$ cat src/rtl/led_status_arbiter.sv
// led_status_arbiter
//   Shares one front-panel status LED between NUM_REQ requesters. Ownership is
//   granted by fixed priority, where index 0 is the highest. Once an owner holds
//   the LED for MIN_HOLD cycles, a higher-priority requester may preempt it. The
//   LED is driven in the owner's selected mode: off, solid, blink or glow.
//   Glow is a triangle-ramped 4-bit level fed into a first-order sigma-delta PWM.
//
// Ports
//   clk      in   system clock
//   reset_n  in   asynchronous active-low reset
//   req      in   [NUM_REQ-1:0]   per-requester level request
//   mode     in   [2*NUM_REQ-1:0] per-requester mode (0 off, 1 on, 2 blink, 3 glow)
//   grant    out  [NUM_REQ-1:0]   one-hot current owner, zero when idle
//   busy     out  high while any grant is active
//   led      out  registered LED drive
module led_status_arbiter #(
  parameter int unsigned NUM_REQ   = 4,
  parameter int unsigned BITPOS    = 23,
  parameter int unsigned BLINK_BIT = 22,
  parameter int unsigned MIN_HOLD  = 1048576
) (
  input  logic                   clk,
  input  logic                   reset_n,
  input  logic [NUM_REQ-1:0]     req,
  input  logic [2*NUM_REQ-1:0]   mode,
  output logic [NUM_REQ-1:0]     grant,
  output logic                   busy,
  output logic                   led
);

  localparam int unsigned HoldW = (MIN_HOLD > 0) ? $clog2(MIN_HOLD + 1) : 1;
  localparam logic [HoldW-1:0]   HoldMax = HoldW'(MIN_HOLD);
  localparam logic [HoldW-1:0]   HoldOne = HoldW'(1);
  localparam logic [BITPOS:0]    CntOne  = (BITPOS + 1)'(1);
  localparam logic [NUM_REQ-1:0] ReqOne  = NUM_REQ'(1);

  localparam logic [1:0] ModeOff   = 2'd0;
  localparam logic [1:0] ModeOn    = 2'd1;
  localparam logic [1:0] ModeBlink = 2'd2;

  typedef enum logic {StIdle, StOwn} state_e;

  state_e             state_q, state_d;
  logic [NUM_REQ-1:0] grant_q, grant_d;
  logic [HoldW-1:0]   hold_q, hold_d;
  logic               busy_q, busy_d;
  logic               led_q, led_d;
  logic [BITPOS:0]    cnt_q, cnt_d;
  logic [4:0]         pwm_q, pwm_d;

  logic [NUM_REQ-1:0] lowest_oh;
  logic [NUM_REQ-1:0] higher_req;
  logic               any_req;
  logic               owner_req;
  logic               hold_done;
  logic [3:0]         lvl_field;
  logic [3:0]         lvl;
  logic [1:0]         owner_mode;

  // Isolate the lowest set bit: x & -x.
  assign lowest_oh  = req & (~req + ReqOne);
  // For a one-hot owner, grant_q - 1 masks every index below it, i.e. higher priority.
  assign higher_req = req & (grant_q - ReqOne);
  assign any_req    = |req;
  assign owner_req  = |(req & grant_q);
  assign hold_done  = (hold_q == HoldMax);

  // The glow ramps up while cnt[BITPOS] is set and ramps down while it is clear.
  assign lvl_field = cnt_q[BITPOS-1 -: 4];
  assign lvl       = cnt_q[BITPOS] ? lvl_field : ~lvl_field;
  assign cnt_d     = cnt_q + CntOne;
  assign pwm_d     = {1'b0, pwm_q[3:0]} + {1'b0, lvl};

  // State register
  always_ff @(posedge clk or negedge reset_n) begin
    if (!reset_n) begin
      state_q <= StIdle;
      grant_q <= '0;
      hold_q  <= '0;
      busy_q  <= 1'b0;
      led_q   <= 1'b0;
      cnt_q   <= '0;
      pwm_q   <= '0;
    end else begin
      state_q <= state_d;
      grant_q <= grant_d;
      hold_q  <= hold_d;
      busy_q  <= busy_d;
      led_q   <= led_d;
      cnt_q   <= cnt_d;
      pwm_q   <= pwm_d;
    end
  end

  // Next-state logic
  always_comb begin
    state_d = state_q;
    grant_d = grant_q;
    hold_d  = hold_q;
    unique case (state_q)
      StIdle: begin
        grant_d = '0;
        hold_d  = '0;
        if (any_req) begin
          grant_d = lowest_oh;
          state_d = StOwn;
        end
      end
      StOwn: begin
        if (!owner_req) begin
          // Release never waits for the hold; hand over or fall idle.
          hold_d = '0;
          if (any_req) begin
            grant_d = lowest_oh;
          end else begin
            grant_d = '0;
            state_d = StIdle;
          end
        end else if (hold_done && (|higher_req)) begin
          grant_d = lowest_oh;
          hold_d  = '0;
        end else if (!hold_done) begin
          hold_d = hold_q + HoldOne;
        end
      end
      default: begin
        grant_d = '0;
        hold_d  = '0;
        state_d = StIdle;
      end
    endcase
    busy_d = |grant_d;
  end

  // Output logic: led follows the current owner's live mode, or is off when idle.
  always_comb begin
    owner_mode = 2'b00;
    for (int i = 0; i < int'(NUM_REQ); i++) begin
      owner_mode = owner_mode | (mode[2*i +: 2] & {2{grant_q[i]}});
    end
    case (owner_mode)
      ModeOff:   led_d = 1'b0;
      ModeOn:    led_d = 1'b1;
      ModeBlink: led_d = cnt_q[BLINK_BIT];
      default:   led_d = pwm_q[4];
    endcase
  end

  assign grant = grant_q;
  assign busy  = busy_q;
  assign led   = led_q;

endmodule

$ cat config.mk
export PLATFORM = sky130hd
export DESIGN_NAME = led_status_arbiter
export DESIGN_NICKNAME = d
export VERILOG_FILES = /design/src/rtl/led_status_arbiter.sv
export SDC_FILE = /design/constraint.sdc
export NUM_CORES = 1
export LEC_CHECK = 0
export ABC_AREA = 1
export CAP_MARGIN = 20
export CORE_UTILIZATION = 57
export CTS_BUF_LIST = sky130_fd_sc_hd__clkbuf_16
export DETAILED_ROUTE_END_ITERATION = 6
export DONT_BUFFER_PORTS = 1
export HOLD_SLACK_MARGIN = 0.15
export PLACE_DENSITY = 0.74
export REMOVE_ABC_BUFFERS = 1
export SETUP_SLACK_MARGIN = 0.3
export SLEW_MARGIN = 20
export SYNTH_ARGS = -nofsm -noshare
export SYNTH_HDL_FRONTEND = slang
export SYNTH_SLANG_ARGS = --single-unit
$ cat constraint.sdc
create_clock -name clk -period 1.8 [get_ports clk]
set_clock_uncertainty 0.2 [all_clocks]
set_input_delay 0 -clock clk [delete_from_list [all_inputs] [get_ports clk]]
set_output_delay 0 -clock clk [all_outputs]
set_load 0.01 [all_outputs]
* Yosys cells after proc, flatten, opt, wreduce, memory -nomap -nowiden
Cells that the tools add are included.
** Storage, ports and cells
- Bits of input ports :: 14
- Bits in read-only memories :: 0
- Logic and storage cells :: 48
- Latch bits :: 0
- Bits in writable memories :: 0
- Memories :: 0
- Register bits :: 57
** Operators by class
- Muxes and demuxes :: 13
- Bitwise gates (word level) :: 13
- Shifts and indexed selects :: 0
- $mul :: 0
- Eq/ne operators :: 4
- Reduce and logical (&&, ||, !) cells :: 6
- Order comparisons :: 0
- Divide/modulo/power cells :: 0
- Add/sub/neg operators :: 5
** Operators with widths (count)
- $mux W21 :: 3
- $pmux W21 S2 :: 1
- $add A24 B1 Y24 const B :: 1
- $add A21 B1 Y21 const B :: 1
- $eq A21 B21 Y1 const B :: 1
- $mux W4 :: 4
- $reduce_or A4 Y1 :: 4
- $and A4 B4 Y4 :: 3
- $and A2 B2 Y2 :: 4
- $not A4 Y4 :: 2
- $pmux W4 S2 :: 1
- $or A2 B2 Y2 :: 3
- $add A4 B4 Y5 :: 1
- $add A4 B1 Y4 const B :: 1
- $ne A4 B3 Y1 const B :: 1
- $sub A4 B1 Y4 const B :: 1
- $pmux W1 S3 :: 1
- $eq A2 B1 Y1 const B :: 1
- $eq A2 B2 Y1 const B :: 1
- $logic_not A2 Y1 :: 1
- $mux W1 :: 2
- $pmux W1 S2 :: 1
- $logic_and A1 B1 Y1 :: 1
- $not A1 Y1 :: 1

* Depth between registers and ports, before layout
- Depth in word-level cells :: 8
- Mapped depth :: 14

* Worst setup path after synthesis
Ideal clock, no wire load.
- Path kind :: register -> register
- Start point :: reg grant_q[1] (netlist: grant[1])
- End point :: reg grant_q[1] (netlist: grant[1])
- Arrival :: 1475 ps
- Buffers on the path :: 1
- Period minus slack after synthesis :: 1796 ps
- Library setup time :: 121 ps
- Stages on the path, launching flop included :: 15
- Path slack :: 4 ps
- Required time :: 1479 ps
- Cell sequence :: dfrtp_1 inv_1 ha_1 inv_1 nand2_1 nand2_1 inv_1 nand2_1 inv_1 nand2_1 nand2_4 nand2_4 buf_6 nand2_1 o21ai_1
** On the way
- Longest elaborated chain between the ends :: 7
- Elaborated cells on any way between the ends :: 9
** RTL lines
- start: declaration :: RTL line 44 : logic [NUM_REQ-1:0] grant_q, grant_d;
- start signal: assignment :: RTL line 86 : grant_q <= grant_d;
- $sub A4 B1 Y4 :: RTL line 63 : assign higher_req = req & (grant_q - ReqOne);
- $and A4 B4 Y4 :: RTL line 63
- $reduce_or A4 Y1 :: RTL line 119 : end else if (hold_done && (|higher_req)) begin
- $logic_and A1 B1 Y1 :: RTL line 119
- $mux W4 :: RTL line 119
- $mux W4 (*) :: RTL line 110 : if (!owner_req) begin
- $pmux W4 S2 (*) :: RTL line 100 : unique case (state_q)
- named net grant_d[1] :: RTL line 44
The timed path passes the listed nets; every way through them passes the cells marked *.
A chain may end at the register's enable or synchronous reset.

* Worst setup path in the final report
- Start point :: reg grant_q[0] (netlist: grant[0])
- End point :: reg hold_q[4]
** On the way
- Longest elaborated chain between the ends :: 7
- Elaborated cells on any way between the ends :: 10
** RTL lines
- $sub A4 B1 Y4 :: RTL line 63
- $and A4 B4 Y4 :: RTL line 63
- $reduce_or A4 Y1 :: RTL line 119
- $logic_and A1 B1 Y1 :: RTL line 119
- $mux W21 :: RTL line 119
- $mux W21 :: RTL line 110
- $pmux W21 S2 :: RTL line 100
- end signal: assignment :: RTL line 87 : hold_q <= hold_d;
- end: declaration :: RTL line 45 : logic [HoldW-1:0] hold_q, hold_d;
Parallel ways exist; a longest one is shown, timed or not.

==> flow_summary.json <==
{
  "slew-limit-headroom_pct": 75.4,
  "port_buffers": 0,
  "cell_internal_power_uw": 2800,
  "timing.fmax_mhz": 511,
  "synth_top_area_share_pct": 43.3,
  "worst_slew_pin_slew_ps": 368,
  "seqPwrFrac_pct": 34.7,
  "placeableCoreArea_sq_mm": 0.00554,
  "clock_tree_from_tritoncts": "done",
  "grt_first_pass_wirelength_mm": 13.2,
  "top_level_ports": 20,
  "p_clk_share_pct": 42.1,
  "hp-class": "in2async",
  "required_ps": 1840,
  "ctsRootBufferMaster": "sky130_fd_sc_hd__clkbuf_16",
  "ys.warnings.count": 0,
  "final_min_period_over_clock_period_pct": 109,
  "postSynth.asyncResetShare_pct": 100,
  "number_of_synthesized_flops_with_an_enable_pin": 0,
  "comb_power_share_pct": 23.1,
  "setup_viol": 23,
  "timing_worst_setup_path_type": "reg2reg",
  "die_w_um": 78.0,
  "critical_path.reg2reg.endpoint": "hold_q[4]",
  "crit_path_start": "grant[0]",
  "syn_to_final_growth_pct": 43.0,
  "p_per_area_mw_per_mm2": 861,
  "finalHoldViolCount": 57,
  "routed-via-count": 3541,
  "avg_vias_per_cell": 6.32,
  "holdWs_ps": -846,
  "synth.lib_cells_used.distinct": 32,
  "layout.filler_cells": 231,
  "yosys.cell_count.top_type": "sky130_fd_sc_hd__nand2_1",
  "worst-path-max-fanout": 7,
  "power.ir.vdd_worst_v": 0.000832,
  "footprint_of_the_multi_input_gates_sq_mm": 0.00212,
  "fin_nets": 506,
  "path_clk_slew_ps": 60,
  "cts_inserted_buffers": 9,
  "share_of_post_route_cells_with_drive_strength_above_1_pct": 39.1,
  "post_synth_most_frequent_cells": "95 x sky130_fd_sc_hd__nand2_1, 73 x sky130_fd_sc_hd__nor2_1, 57 x sky130_fd_sc_hd__dfrtp_1, 51 x sky130_fd_sc_hd__inv_1, 28 x sky130_fd_sc_hd__nand3_1",
  "syn_avg_cell_area_sq_um": 7.93,
  "overflow": 0,
  "setup.worst_path.end_class": "register",
  "final_antenna_net_count": 0,
  "cts-htree-levels": 3,
  "post_synth_inst_count": 415,
  "ys_ff_latch": 57,
  "worstSetupStartpointType": "register",
  "worst-r2r-cell-count": 13,
  "setup_slack_at_placement_ps": 17.2,
  "clockBufferDepth": 2,
  "setup_slack_ps": -155,
  "failing_checks": "hold timing, setup timing",
  "diodes": 0,
  "crit-reg2reg-launch": "grant[0]",
  "initial_antenna_violation_count": 0,
  "clkSinkCount": 57,
  "final-instance-count-excl-fill": 560,
  "period_needed_ps": 1960,
  "drv.max_cap_violation_count": 0,
  "die_area_sq_mm": 0.00608,
  "number_of_global_route_vias_before_repair": 2961,
  "status": "complete, but fails checks",
  "initial_core_util_pct": 59.4,
  "synth.top_cells.by_area": "sky130_fd_sc_hd__dfrtp_1 43%, sky130_fd_sc_hd__nand2_1 11%, sky130_fd_sc_hd__nor2_1 8.3%",
  "global_route.usage.total_pct": 28.7,
  "placement_rows": 27,
  "wire_per_inst_um": 21.4,
  "unrepaired_setup_endpoints_after_global_routing": "true",
  "reg2reg_setup_slack_ps": -160,
  "power.switching_fraction_pct": 30.9,
  "synthesis.area_sq_mm": 0.00329,
  "hpwlAfterDp_mm": 4.90,
  "synth_top_cell_by_area": "sky130_fd_sc_hd__dfrtp_1",
  "grt_start_max_net_pins": 58,
  "drt_wl_total_mm": 12.0,
  "insertion_delay_ps": 340,
  "route.detailed.drc": 0,
  "postSynth.topFlopCell": "sky130_fd_sc_hd__dfrtp_1",
  "postLayoutCellArea_sq_mm": 0.00470,
  "seq_area_frac_synth_pct": 43.3,
  "final_max_slew_viol_count": 0,
  "placed_area_sq_mm": 0.00347,
  "drt_first_iter_violations": 427,
  "static-leakage-power_uw": 0.00215,
  "drt_pass1_iterations": 7,
  "worst-endpoint-arrival_ps": 1990,
  "power.net_switching_uw": 1250,
  "finalWeightedCongestion": 0.889,
  "dpl_cells": 498,
  "dieHeight_um": 78.0,
  "register_area_sq_mm": 0.00144
}
worst max-delay path, cell delays in order (launching register included):
cell and delay [ps]:
sky130_fd_sc_hd__dfrtp_1 380, sky130_fd_sc_hd__inv_2 80, sky130_fd_sc_hd__ha_4 260, sky130_fd_sc_hd__inv_2 40, sky130_fd_sc_hd__nand2_2 60, sky130_fd_sc_hd__nand2_1 70
sky130_fd_sc_hd__inv_1 70, sky130_fd_sc_hd__nand2_1 60, sky130_fd_sc_hd__inv_2 70, sky130_fd_sc_hd__nand2_4 60, sky130_fd_sc_hd__nand2_4 120, sky130_fd_sc_hd__nand2_8 90
sky130_fd_sc_hd__buf_12 150, sky130_fd_sc_hd__nor2_2 160
what timing repair did:
action	4_1_cts	5_1_grt
endpoints found under the setup margin	38	44
gates resized for setup	33	117
gates cloned	0	1
setup buffers	13	18
pin swaps	13	50
hold buffers	13	1
hold endpoints to repair	85	82
cells by family (layout without fill, tap and decap cells):
logic type / after synthesis / after routing / share of synthesized area (%)
flip-flops: 57 / 57 / 43.3
buffers and inverters: 57 / 130 / 7.11
AND/OR/NAND/NOR: 241 / 241 / 33.4
AO/OA/AOI/OAI: 12 / 12 / 2.13
XOR/XNOR: 39 / 39 / 10.4
adder cells (fa/ha/maj): 9 / 9 / 3.65
power groups by stage:
stage | logic [uW] | registers (uW) | clock network [uW]
after floorplan | 313 | 1410 | 0
after global placement | 493 | 1400 | 0
after detailed placement | 506 | 1400 | 0
after CTS | 621 | 1380 | 1690
after global routing | 988 | 1410 | 1770
final | 938 | 1410 | 1710
sequential cells by signal, summed over array words and instances, names as in the netlist:
| name | cells |
|---|---|
| busy | 1 |
| led | 1 |
| state_q | 1 |
| pwm_q | 5 |
| grant | 4 |
| cnt_q | 24 |
| hold_q | 21 |
cells in the final DEF, fill, tap and decap left out, types with 9 or more instances in the layout:
cell type	count
sky130_fd_sc_hd__buf_4	35
sky130_fd_sc_hd__inv_1	36
sky130_fd_sc_hd__nand3_1	23
sky130_fd_sc_hd__nor2_4	13
sky130_fd_sc_hd__inv_2	14
sky130_fd_sc_hd__nand2_1	72
sky130_fd_sc_hd__nand2_2	21
sky130_fd_sc_hd__dlygate4sd3_1	14
sky130_fd_sc_hd__buf_6	9
sky130_fd_sc_hd__dfrtp_2	9
sky130_fd_sc_hd__dfrtp_1	48
sky130_fd_sc_hd__nor2_1	42
sky130_fd_sc_hd__clkbuf_16	10
sky130_fd_sc_hd__nand4_1	9
sky130_fd_sc_hd__xor2_1	24
sky130_fd_sc_hd__nor2_2	23
worst max-delay path by stage:
| stage | to |
|---|---|
| 2_1_floorplan | grant[0] |
| 3_3_place_gp | grant[1] |
| 3_5_place_dp | grant[2] |
| 4_1_cts | hold_q[4] |
| 5_1_grt | hold_q[9] |
| 6_report | hold_q[4] |
stage by stage:
| stage | power, uW | setup TNS (ps) | util [%] |
|---|---|---|---|
| detailed placement | 1910 | 0 | 62.7 |
| global placement | 1890 | 0 | 62.7 |
| floorplan | 1730 | -32.1 | - |
| finish | 4050 | -1650 | 84.9 |
| global route | 4170 | -3050 | 84.9 |
| CTS | 3690 | 0 | 74.2 |
cell type report:
type	count	area share (%)
clock buffer	9	4.79
clock inverter	7	1.49
inverter	54	4.57
multi-input combinational	301	45.0
sequential	57	30.6
tap	72	1.91
timing repair buffer	60	11.7
per-layer routing:
| layer | vias to the layer above | global-route usage, % | routed length, um |
|---|---|---|---|
| li1 | 1439 | - | - |
| met3 | 125 | 6.24 | 1030 |
| met1 | 1678 | 35.8 | 4330 |
| met5 | - | 0 | 0 |
| met4 | 0 | 14.1 | 1080 |
| met2 | 299 | 47.2 | 5540 |
Note: power is estimated with default switching activity, not from simulation.
